==> src/rtl/spi_master.sv <==
`default_nettype none
// ============================================================================
//  Module   : spi_master
//  Brief    : Single-channel SPI master, MSB first, sck = clk / 2^CLK_DIV.
//  Revision : 1.0 - initial release
// ============================================================================
module spi_master #(
    parameter int CLK_DIV    = 8,
    parameter int DATA_WIDTH = 8
) (
    input  logic                  clk,
    input  logic                  rst,
    input  logic                  start,
    input  logic [DATA_WIDTH-1:0] data_in,
    input  logic                  miso,
    output logic                  mosi,
    output logic                  sck,
    output logic [DATA_WIDTH-1:0] data_out,
    output logic                  busy,
    output logic                  new_data
);

    localparam int c_bit_w = (DATA_WIDTH > 1) ? $clog2(DATA_WIDTH) : 1;

    localparam logic [1:0] c_idle      = 2'd0;
    localparam logic [1:0] c_wait_half = 2'd1;
    localparam logic [1:0] c_transfer  = 2'd2;

    localparam logic [CLK_DIV-1:0] c_half_last   = {1'b0, {(CLK_DIV-1){1'b1}}};
    localparam logic [CLK_DIV-1:0] c_period_last = {CLK_DIV{1'b1}};
    localparam logic [c_bit_w-1:0] c_last_bit    = c_bit_w'(DATA_WIDTH - 1);

    logic [1:0]            r_state;
    logic [1:0]            w_state_next;
    logic [CLK_DIV-1:0]    r_cnt;
    logic [c_bit_w-1:0]    r_bit_ctr;
    logic [DATA_WIDTH-1:0] r_shift;
    logic                  r_mosi;
    logic [DATA_WIDTH-1:0] r_data_out;
    logic                  r_new_data;

    logic w_accept;
    logic w_launch;
    logic w_capture;
    logic w_bit_end;
    logic w_done;

    always_comb begin
        w_state_next = r_state;
        w_accept     = 1'b0;
        w_launch     = 1'b0;
        w_capture    = 1'b0;
        w_bit_end    = 1'b0;
        w_done       = 1'b0;
        case (r_state)
            c_idle: begin
                if (start) begin
                    w_accept     = 1'b1;
                    w_state_next = c_wait_half;
                end
            end
            c_wait_half: begin
                if (r_cnt == c_half_last) begin
                    w_state_next = c_transfer;
                end
            end
            c_transfer: begin
                w_launch  = (r_cnt == '0);
                w_capture = (r_cnt == c_half_last);
                w_bit_end = (r_cnt == c_period_last);
                if (w_bit_end && (r_bit_ctr == c_last_bit)) begin
                    w_done       = 1'b1;
                    w_state_next = c_idle;
                end
            end
            default: w_state_next = c_idle;
        endcase
    end

    always_ff @(posedge clk) begin
        if (rst) begin
            r_state <= c_idle;
        end else begin
            r_state <= w_state_next;
        end
    end

    // Counter restarts at the WAIT_HALF -> TRANSFER handoff so sck rises on cnt 0.
    always_ff @(posedge clk) begin
        if (rst) begin
            r_cnt <= '0;
        end else if ((r_state == c_idle) ||
                     ((r_state == c_wait_half) && (r_cnt == c_half_last))) begin
            r_cnt <= '0;
        end else begin
            r_cnt <= r_cnt + 1'b1;
        end
    end

    always_ff @(posedge clk) begin
        if (rst) begin
            r_bit_ctr  <= '0;
            r_shift    <= '0;
            r_mosi     <= 1'b0;
            r_data_out <= '0;
            r_new_data <= 1'b0;
        end else begin
            r_new_data <= 1'b0;
            if (w_accept) begin
                r_shift   <= data_in;
                r_bit_ctr <= '0;
            end
            if (w_launch) begin
                r_mosi <= r_shift[DATA_WIDTH-1];
            end
            if (w_capture) begin
                r_shift <= {r_shift[DATA_WIDTH-2:0], miso};
            end
            if (w_bit_end) begin
                r_bit_ctr <= r_bit_ctr + 1'b1;
            end
            if (w_done) begin
                r_data_out <= r_shift;
                r_new_data <= 1'b1;
            end
        end
    end

    assign sck      = (r_state == c_transfer) & ~r_cnt[CLK_DIV-1];
    assign busy     = (r_state != c_idle);
    assign mosi     = r_mosi;
    assign data_out = r_data_out;
    assign new_data = r_new_data;

endmodule
`default_nettype wire

==> config.mk <==
export PLATFORM = sky130hd
export DESIGN_NAME = spi_master
export DESIGN_NICKNAME = d
export VERILOG_FILES = /design/src/rtl/spi_master.sv
export SDC_FILE = /design/constraint.sdc
export NUM_CORES = 1
export LEC_CHECK = 0
export CAP_MARGIN = 20
export CORE_MARGIN = 3
export CORE_UTILIZATION = 33
export DETAILED_ROUTE_END_ITERATION = 12
export MAX_ROUTING_LAYER = met4
export PLACE_DENSITY_LB_ADDON = 0.12
export RECOVER_POWER = 100
export SYNTH_ARGS = -nofsm -noshare
export SYNTH_HDL_FRONTEND = slang
export SYNTH_SLANG_ARGS = --single-unit
==> constraint.sdc <==
create_clock -name clk -period 1.57 [get_ports clk]
set_clock_uncertainty 0.1 [all_clocks]
set_input_delay 0.314 -clock clk [delete_from_list [all_inputs] [get_ports clk]]
set_output_delay 0.314 -clock clk [all_outputs]
set_load 0.01 [all_outputs]
==> results of run 1 <==
synthesized netlist by cell type, drive strengths merged, types with 2 or more instances:
cell type   n  area share
a21oi      14       0.046
a221oi      8       0.046
buf         7       0.031
clkbuf      7       0.017
dfxtp      31        0.40
ha          4       0.033
inv         6       0.015
mux2i       9       0.059
nand2       2      0.0049
nand2b      2      0.0081
nand3       6       0.028
nand4       9       0.041
nand4b      2       0.011
nor2       16       0.039
nor3        2      0.0065
nor3b       3       0.015
o21ai       3      0.0098
o311ai      3       0.017
o31ai       8       0.039
or3         2      0.0081
or3b        2       0.011
or4         4       0.020
xor2        2       0.011
stage by stage:
step,power (mW),utilization,std cells,setup TNS [ns]
after floorplan,0.893,-,167,-0.00548
after global placement,0.949,0.436,250,-3.18
after detailed placement,0.951,0.436,250,-3.70
after CTS,1.59,0.461,258,-0.0416
after global routing,1.64,0.485,259,-0.824
final,1.58,0.485,259,-0.0480
routing by layer:
layer  track usage  vias up
li1              -      713
met1         0.186      671
met2         0.259       21
met3        0.0486        7
met4        0.0534        0
met5             -        -
worst max-delay path by stage:
stage / from / slack, ns / to
floorplan: r_cnt[0]$_SDFF_PP0_ / -0.005 / r_bit_ctr[0]$_SDFFE_PP0P_
global placement: start / -0.27 / r_shift[0]$_SDFFE_PP0P_
detailed placement: start / -0.32 / r_shift[4]$_SDFFE_PP0P_
CTS: r_state[1]$_SDFFE_PP0P_ / -0.04 / sck
global route: r_state[1]$_SDFFE_PP0P_ / -0.07 / sck
finish: r_state[1]$_SDFFE_PP0P_ / -0.03 / sck
worst max-delay path, delay by kind of cell (launching register included):
kind | cells | cell delay (ns)
buffers and inverters | 2 | 0.15
DFF | 1 | 0.34
and+or+nand+nor | 1 | 0.42
logic make-up after synthesis:
family                   after synthesis  share of synthesized area
AND/OR/NAND/NOR                       57                      0.226
AO/OA/AOI/OAI                         42                      0.188
flip-flops                            31                      0.404
buffers and inverters                 21                     0.0733
multiplexers                           9                     0.0586
adder cells (fa/ha/maj)                4                     0.0326
XOR/XNOR                               3                     0.0171
power groups by stage:
stage | Sequential, mW | Clock [mW] | Combinational (mW)
after floorplan | 0.830 | 0 | 0.0623
after global placement | 0.834 | 0 | 0.115
after detailed placement | 0.834 | 0 | 0.117
after CTS | 0.816 | 0.652 | 0.122
after global routing | 0.818 | 0.687 | 0.140
final | 0.817 | 0.635 | 0.129
final cells by class:
type / count / area [µm²]
inverters: 7 / 38.8
flip-flops and latches: 31 / 628
clock buffers: 6 / 82.6
clock inverters: 1 / 5.00
fillers: 425 / 2270
multi-input cells: 115 / 911
well taps: 52 / 65.1
repair buffers: 47 / 409
what timing repair did:
action / 4_1_cts / 5_1_grt
setup endpoints to repair: 29 / 26
setup buffers: 1 / 1
gates resized for setup: 28 / 25
pin swaps: 2 / 5
registers in the layout, indices dropped and copies added, names as in the netlist:
name and count:
r_cnt 8, data_out 8, r_shift 8, new_data 1, r_state 2, r_bit_ctr 3, mosi 1
==> impl_metrics.ini, run 1 <==
[detailed_routing]
wire_per_inst_um = 15.6
wl_met2_um = 2020
routed.top_layer = met4
vias_per_cell = 5.45
drc = 0
drt_iter0_drc = 69
vias = 1412
met3_length_um = 165
first_pass_iters = 4
wl_met1_um = 1780
antenna_left = 0
totalWireLength_um = 4030

[setup_path]
end_kind = primary output
crit_type = flip-flop to primary output
cp_cell_sequence = or3b_4 > clkinv_8 > buf_6
arrival_ns = 1.19
reg2reg_from = r_bit_ctr[1]$_SDFFE_PP0P_
r2r_cells = 5
r2r-end = r_bit_ctr[2]$_SDFFE_PP0P_
reg2reg_slack_ns = -0.02
startpoint_type = flip-flop
worst_path_max_delay_cell = or3b_4
cp_slowest_stage_delay_ns = 0.42
crit_required_ns = 1.16
crit_fanout = 2

[sta]
hold_violations = 0
min_period_ns = 1.60
layout_setup_ws_ns = -0.0295
setup_viol = 2
fmax_ghz = 0.625
period_share = 1.02
rsz0062_at_grt = yes
holdWs_ns = 0.367
drv_slew = 0
relSlewSlack = 0.748
worst_slew_pin_slew_ns = 0.369

[floorplanning]
std_cell_rows = 24
die_w_um = 74.2
io_pins = 24
die_h_um = 74.2
core-area_mm2 = 0.00441
die_area_mm2 = 0.00551
start_util = 0.348

[logic_synthesis]
ys_ff_latch = 31
syn_inst = 167
syn_avg_cell_area_um2 = 9.20
yosysWarnings = 0
syn_area_mm2 = 0.00154
async_flop_share = 0
syn_nets = 183
yosysSeqAreaShare = 0.404
ys_types = 42
ys.flop_type = dfxtp_1
synth-edff-count = 0

[flow_run]
maxCapViolCount = 0

[cells_and_area]
final_area_mm2 = 0.00214
mostFrequentLayoutCells = 25 x dfxtp_1, 21 x buf_4, 15 x nor2_1
area_growth_pct = 39.3
drive_above_1_share = 0.295
n_antenna_cell = 0
final_common_cell = dfxtp_1
nets = 223

[power_and_ir_drop]
swShare = 0.228
p_int_mw = 1.22
p_seq_frac = 0.517
power_density_mw_per_mm2 = 739
p_comb_frac = 0.082
ir_worst_vdd_uv = 398
leakage_nw = 0.826
power_switching_mw = 0.361
p_clk_frac = 0.402

[place]
gp_congestion = 0.762
placed_cell_area_mm2 = 0.00192
dp_slack_ns = -0.322
port_buffers = 23
dp_hpwl_um = 2740

[global_routing]
grt_pass1_vias = 1373
grt_max_degree = 16
grt_use_total = 0.159
grt_pass1_wl_um = 6470
gr-total-overflow = 0
antenna_found_initial = 0

[min_path]
whs_path_depth = 2
hp-start = data_out[6]$_SDFFE_PP0P_
hold_class = flip-flop to flip-flop
min_to = data_out[6]$_SDFFE_PP0P_

[clock_network]
clock_latency_ns = 0.28
clkSinkCount = 31
clk_pin_slew_ns = 0.06
clk_path_buf_depth = 2
cts_buffers = 5
root_buffer = clkbuf_8
h-tree-depth = 2
ctsHoldBuffers = 0
cts_tree = yes

[outcome]
status = finished, violations left
violations = setup timing
(Power assumes the default switching activity.)
==> run 2, diff against run 1 <==
--- a/config.mk
+++ b/config.mk
@@ -8,10 +8,11 @@
 export CAP_MARGIN = 20
 export CORE_MARGIN = 3
 export CORE_UTILIZATION = 33
+export CTS_CLUSTER_SIZE = 14
 export DETAILED_ROUTE_END_ITERATION = 12
-export MAX_ROUTING_LAYER = met4
 export PLACE_DENSITY_LB_ADDON = 0.12
 export RECOVER_POWER = 100
+export SKIP_CTS_REPAIR_TIMING = 1
 export SYNTH_ARGS = -nofsm -noshare
 export SYNTH_HDL_FRONTEND = slang
 export SYNTH_SLANG_ARGS = --single-unit
==> run 2 against run 1 <==
Compared with the run above:
- the run still ends with setup timing left
- combinational power rose by 8%
- largest power group unchanged
- routed wire length down 0.47%
- critical endpoint unchanged
- design area rose by 1.4%
- register-to-register slack improved by 0.03 ns
- clock-buffer cell count stayed put
- clock power hardly changed
==> impl_metrics.ini, run 2 (synthesis gave the netlist of run 1 again) <==
[floorplanning]
die_w_um = 74.2
die_h_um = 74.2
core-area_mm2 = 0.00441
std_cell_rows = 24
die_area_mm2 = 0.00551
start_util = 0.348
io_pins = 24

[sta]
min_period_ns = 1.60
worst_slew_pin_slew_ns = 0.437
period_share = 1.02
setup_viol = 1
rsz0062_at_grt = yes
layout_setup_ws_ns = -0.0313
fin_tns_setup_ns = -0.0313
fmax_ghz = 0.625
relSlewSlack = 0.705
drv_slew = 0
hold_violations = 0

[detailed_routing]
totalWireLength_um = 4010
antenna_left = 0
vias_per_cell = 5.57
drt_iter0_drc = 60
drc = 0
vias = 1438
wire_per_inst_um = 15.6
first_pass_iters = 4

[clock_network]
clk_pin_slew_ns = 0.06
clock_latency_ns = 0.28
cts_tree = yes
root_buffer = clkbuf_8
h-tree-depth = 2
cts_buffers = 5
clk_path_buf_depth = 2
clkSinkCount = 31

[setup_path]
crit_fanout = 2
crit_required_ns = 1.16
arrival_ns = 1.19
crit_type = flip-flop to primary output
r2r_cells = 5
startpoint_type = flip-flop
end_kind = primary output

[global_routing]
grt_pass1_vias = 1354
antenna_found_initial = 0
gr-total-overflow = 0
grt_use_total = 0.153
grt_pass1_wl_um = 6410
grt_max_degree = 16

[power_and_ir_drop]
leakage_nw = 0.771
power_density_mw_per_mm2 = 733
p_total_mw = 1.59
ir_worst_vdd_uv = 405

[outcome]
violations = setup timing
status = finished, violations left

[cells_and_area]
final_cells = 258
drive_above_1_share = 0.316
final_common_cell = dfxtp_1
n_antenna_cell = 0
area_growth_pct = 41.2
final_core_util = 0.491
nets = 222
mostFrequentLayoutCells = 26 x dfxtp_1, 19 x buf_4, 15 x nor2_1

[min_path]
whs_path_depth = 2
hold_class = flip-flop to flip-flop

[flow_run]
maxCapViolCount = 0

[place]
dp_slack_ns = -0.322
gp_congestion = 0.752
dp_hpwl_um = 2740
port_buffers = 23
dp_cells = 250
[run 2: power by group]
group / internal [mW] / total [mW] / switching (mW)
sequential: 0.803 / 0.818 / 0.0147
combinational: 0.0811 / 0.139 / 0.0584
clock: 0.343 / 0.634 / 0.291
total: 1.23 / 1.59 / 0.364
[run 2: critical path, stage by stage (launching register included)]
cell and delay [ns]:
dfxtp_2 0.34, or3b_4 0.42, clkinv_8 0.06, buf_6 0.09
[run 2: cell type report]
type	count	area (µm²)
tap	52	65.1
sequential	31	627
clock inverter	1	5.00
multi-input combinational	115	941
fill	423	2240
timing repair buffer	46	410
inverter	7	38.8
clock buffer	6	82.6
[run 2: worst paths after layout]
kind	start	endpoint	slack (ns)
max	r_state[1]$_SDFFE_PP0P_	sck	-0.03
min	data_out[6]$_SDFFE_PP0P_	data_out[6]$_SDFFE_PP0P_	0.37
max reg2reg	r_bit_ctr[1]$_SDFFE_PP0P_	r_bit_ctr[2]$_SDFFE_PP0P_	0.01
min reg2reg	data_out[6]$_SDFFE_PP0P_	data_out[6]$_SDFFE_PP0P_	0.37
[run 2: stage by stage]
| step | hold WS [ns] | area (µm²) |
|---|---|---|
| after global routing | 0.398 | 2170 |
| after floorplan | 0.352 | 1540 |
| after detailed placement | 0.359 | 1920 |
| after CTS | 0.371 | 2010 |
| final | 0.370 | 2170 |
| after global placement | 0.355 | 1920 |
[run 2: routing by layer]
metal / global-route usage / share of wire / vias up
met4: 0.0534 / 0.0097 / 0
met3: 0.0486 / 0.045 / 5
li1: - / - / 715
met2: 0.251 / 0.51 / 27
met5: 0 / 0 / -
met1: 0.189 / 0.43 / 691
==> run 3, diff against run 2 <==
--- a/config.mk
+++ b/config.mk
@@ -16,3 +16,4 @@
 export SYNTH_ARGS = -nofsm -noshare
 export SYNTH_HDL_FRONTEND = slang
 export SYNTH_SLANG_ARGS = --single-unit
+export TNS_END_PERCENT = 5
==> run 3 against run 2 <==
Compared with the run above:
- the flow still finishes with violations (setup timing)
- design area decreased by 3.6%
- sequential share of layout area increased by 0.91 points
- utilization decreased by 1.8 points
- via count decreased by 2.2%
- routed wire length decreased by 1.7%
- flip-flop and latch count unchanged
- sequential power about the same
- critical path depth increased by 2
- worst hold slack about the same
- maximum frequency decreased by 0.74%
- first-iteration DRC count decreased by 22%
- global-route usage unchanged
- critical endpoint is now r_bit_ctr[2]$_SDFFE_PP0P_
- highest routed layer unchanged
==> impl_metrics.ini, run 3 (synthesis gave the netlist of run 1 again) <==
[sta]
worst_slew_pin_slew_ns = 0.382
relSlewSlack = 0.739
holdWs_ns = 0.370
min_period_ns = 1.61
period_share = 1.03
layout_setup_ws_ns = -0.0431
setup_viol = 3
hold_violations = 0
fmax_ghz = 0.620
drv_slew = 0
rsz0062_at_grt = yes

[floorplanning]
die_area_mm2 = 0.00551
die_w_um = 74.2
io_pins = 24
core-area_mm2 = 0.00441
die_h_um = 74.2
std_cell_rows = 24
start_util = 0.348

[outcome]
violations = setup timing
status = finished, violations left

[global_routing]
antenna_found_initial = 0
grt_max_degree = 16
gr-total-overflow = 0
grt_pass1_vias = 1354
grt_pass1_wl_um = 6410
grt_use_total = 0.153

[clock_network]
cts_buffers = 5
cts_tree = yes
clkSinkCount = 31
root_buffer = clkbuf_8
h-tree-depth = 2
clk_path_buf_depth = 2
clock_latency_ns = 0.28
clk_pin_slew_ns = 0.06

[setup_path]
crit_fanout = 2
end_kind = flip-flop
path_buf_inv = 1
worst_path_max_delay_cell = or4_4
crit_required_ns = 1.69
startpoint_type = flip-flop
crit_type = flip-flop to flip-flop
cp_slowest_stage_delay_ns = 0.53
path_delay_family = simple AND/OR/NAND/NOR gates
cp_cell_sequence = ha_4 > ha_4 > inv_1 > or4_4 > a21oi_2
arrival_ns = 1.73
cp_common_cell = ha_4

[detailed_routing]
drt_iter0_drc = 47
vias_per_cell = 5.47
wire_per_inst_um = 15.3
first_pass_iters = 4
drc = 0
vias = 1406
totalWireLength_um = 3940
antenna_left = 0

[cells_and_area]
mostFrequentLayoutCells = 29 x dfxtp_1, 18 x buf_4, 15 x nor2_1
area_growth_pct = 36.1
n_fill_cell = 430
multi_input_area_um2 = 880
seq_area_um2 = 623
n_antenna_cell = 0
final_common_cell = dfxtp_1
drive_above_1_share = 0.239
final_area_mm2 = 0.00209
nets = 221

[power_and_ir_drop]
power_density_mw_per_mm2 = 749
p_total_mw = 1.57
leakage_nw = 0.764
ir_worst_vdd_uv = 405

[flow_run]
maxCapViolCount = 0

[min_path]
hold_class = flip-flop to flip-flop

[place]
gp_congestion = 0.752
port_buffers = 23
dp_hpwl_um = 2740
placed_cell_area_mm2 = 0.00192
==> run 3: changes by cell type in the layout (fill, tap and decap cells not counted), moves of 3 or more <==
cell	previous run	this run
dfxtp_2	5	2
a221oi_2	8	1
dfxtp_1	26	29
mux2i_2	3	0
a221oi_1	0	7
mux2i_1	6	9
==> run 3: power breakdown <==
part	total, mW	internal [mW]	switching (mW)
combinational	0.120	0.0690	0.0508
clock	0.630	0.343	0.287
sequential	0.817	0.803	0.0134
==> run 3: stage by stage <==
| step | setup slack (ns) | std cells | utilization | TNS [ns] |
|---|---|---|---|---|
| global placement | -0.268 | 250 | 0.436 | -3.18 |
| floorplan | -0.00548 | 167 | - | -0.00548 |
| global route | -0.102 | 257 | 0.474 | -0.835 |
| detailed placement | -0.322 | 250 | 0.436 | -3.70 |
| finish | -0.0431 | 257 | 0.474 | -0.0853 |
| CTS | -0.543 | 257 | 0.455 | -3.31 |
==> run 3: final timing paths <==
path,endpoint,slack (ns),cells after the start,from
worst max-delay path,r_bit_ctr[2]$_SDFFE_PP0P_,-0.04,5,r_bit_ctr[1]$_SDFFE_PP0P_
worst min-delay path,data_out[1]$_SDFFE_PP0P_,0.37,2,data_out[1]$_SDFFE_PP0P_
worst max register to register,r_bit_ctr[2]$_SDFFE_PP0P_,-0.04,5,r_bit_ctr[1]$_SDFFE_PP0P_
worst min register to register,data_out[1]$_SDFFE_PP0P_,0.37,2,data_out[1]$_SDFFE_PP0P_
==> run 3: metal layers <==
layer,part of all wire,global-route usage,up-vias
li1,-,-,708
met1,0.45,0.189,670
met2,0.50,0.251,23
met3,0.043,0.0486,5
met4,0.0099,0.0534,0
met5,0,0,-
==> run 3: area by class of cell <==
cell class	instances	share of cell area
multi-input cells	115	0.421
flip-flops and latches	31	0.298
repair buffers	45	0.190
clock buffers	6	0.0395
well taps	52	0.0311
inverters	7	0.0186
clock inverters	1	0.00239
==> run 3: worst reg2reg max path, stage by stage (launching register included) <==
cell and delay, ns:
dfxtp_1 0.33, ha_4 0.17, ha_4 0.25, inv_1 0.03
or4_4 0.53, a21oi_2 0.15
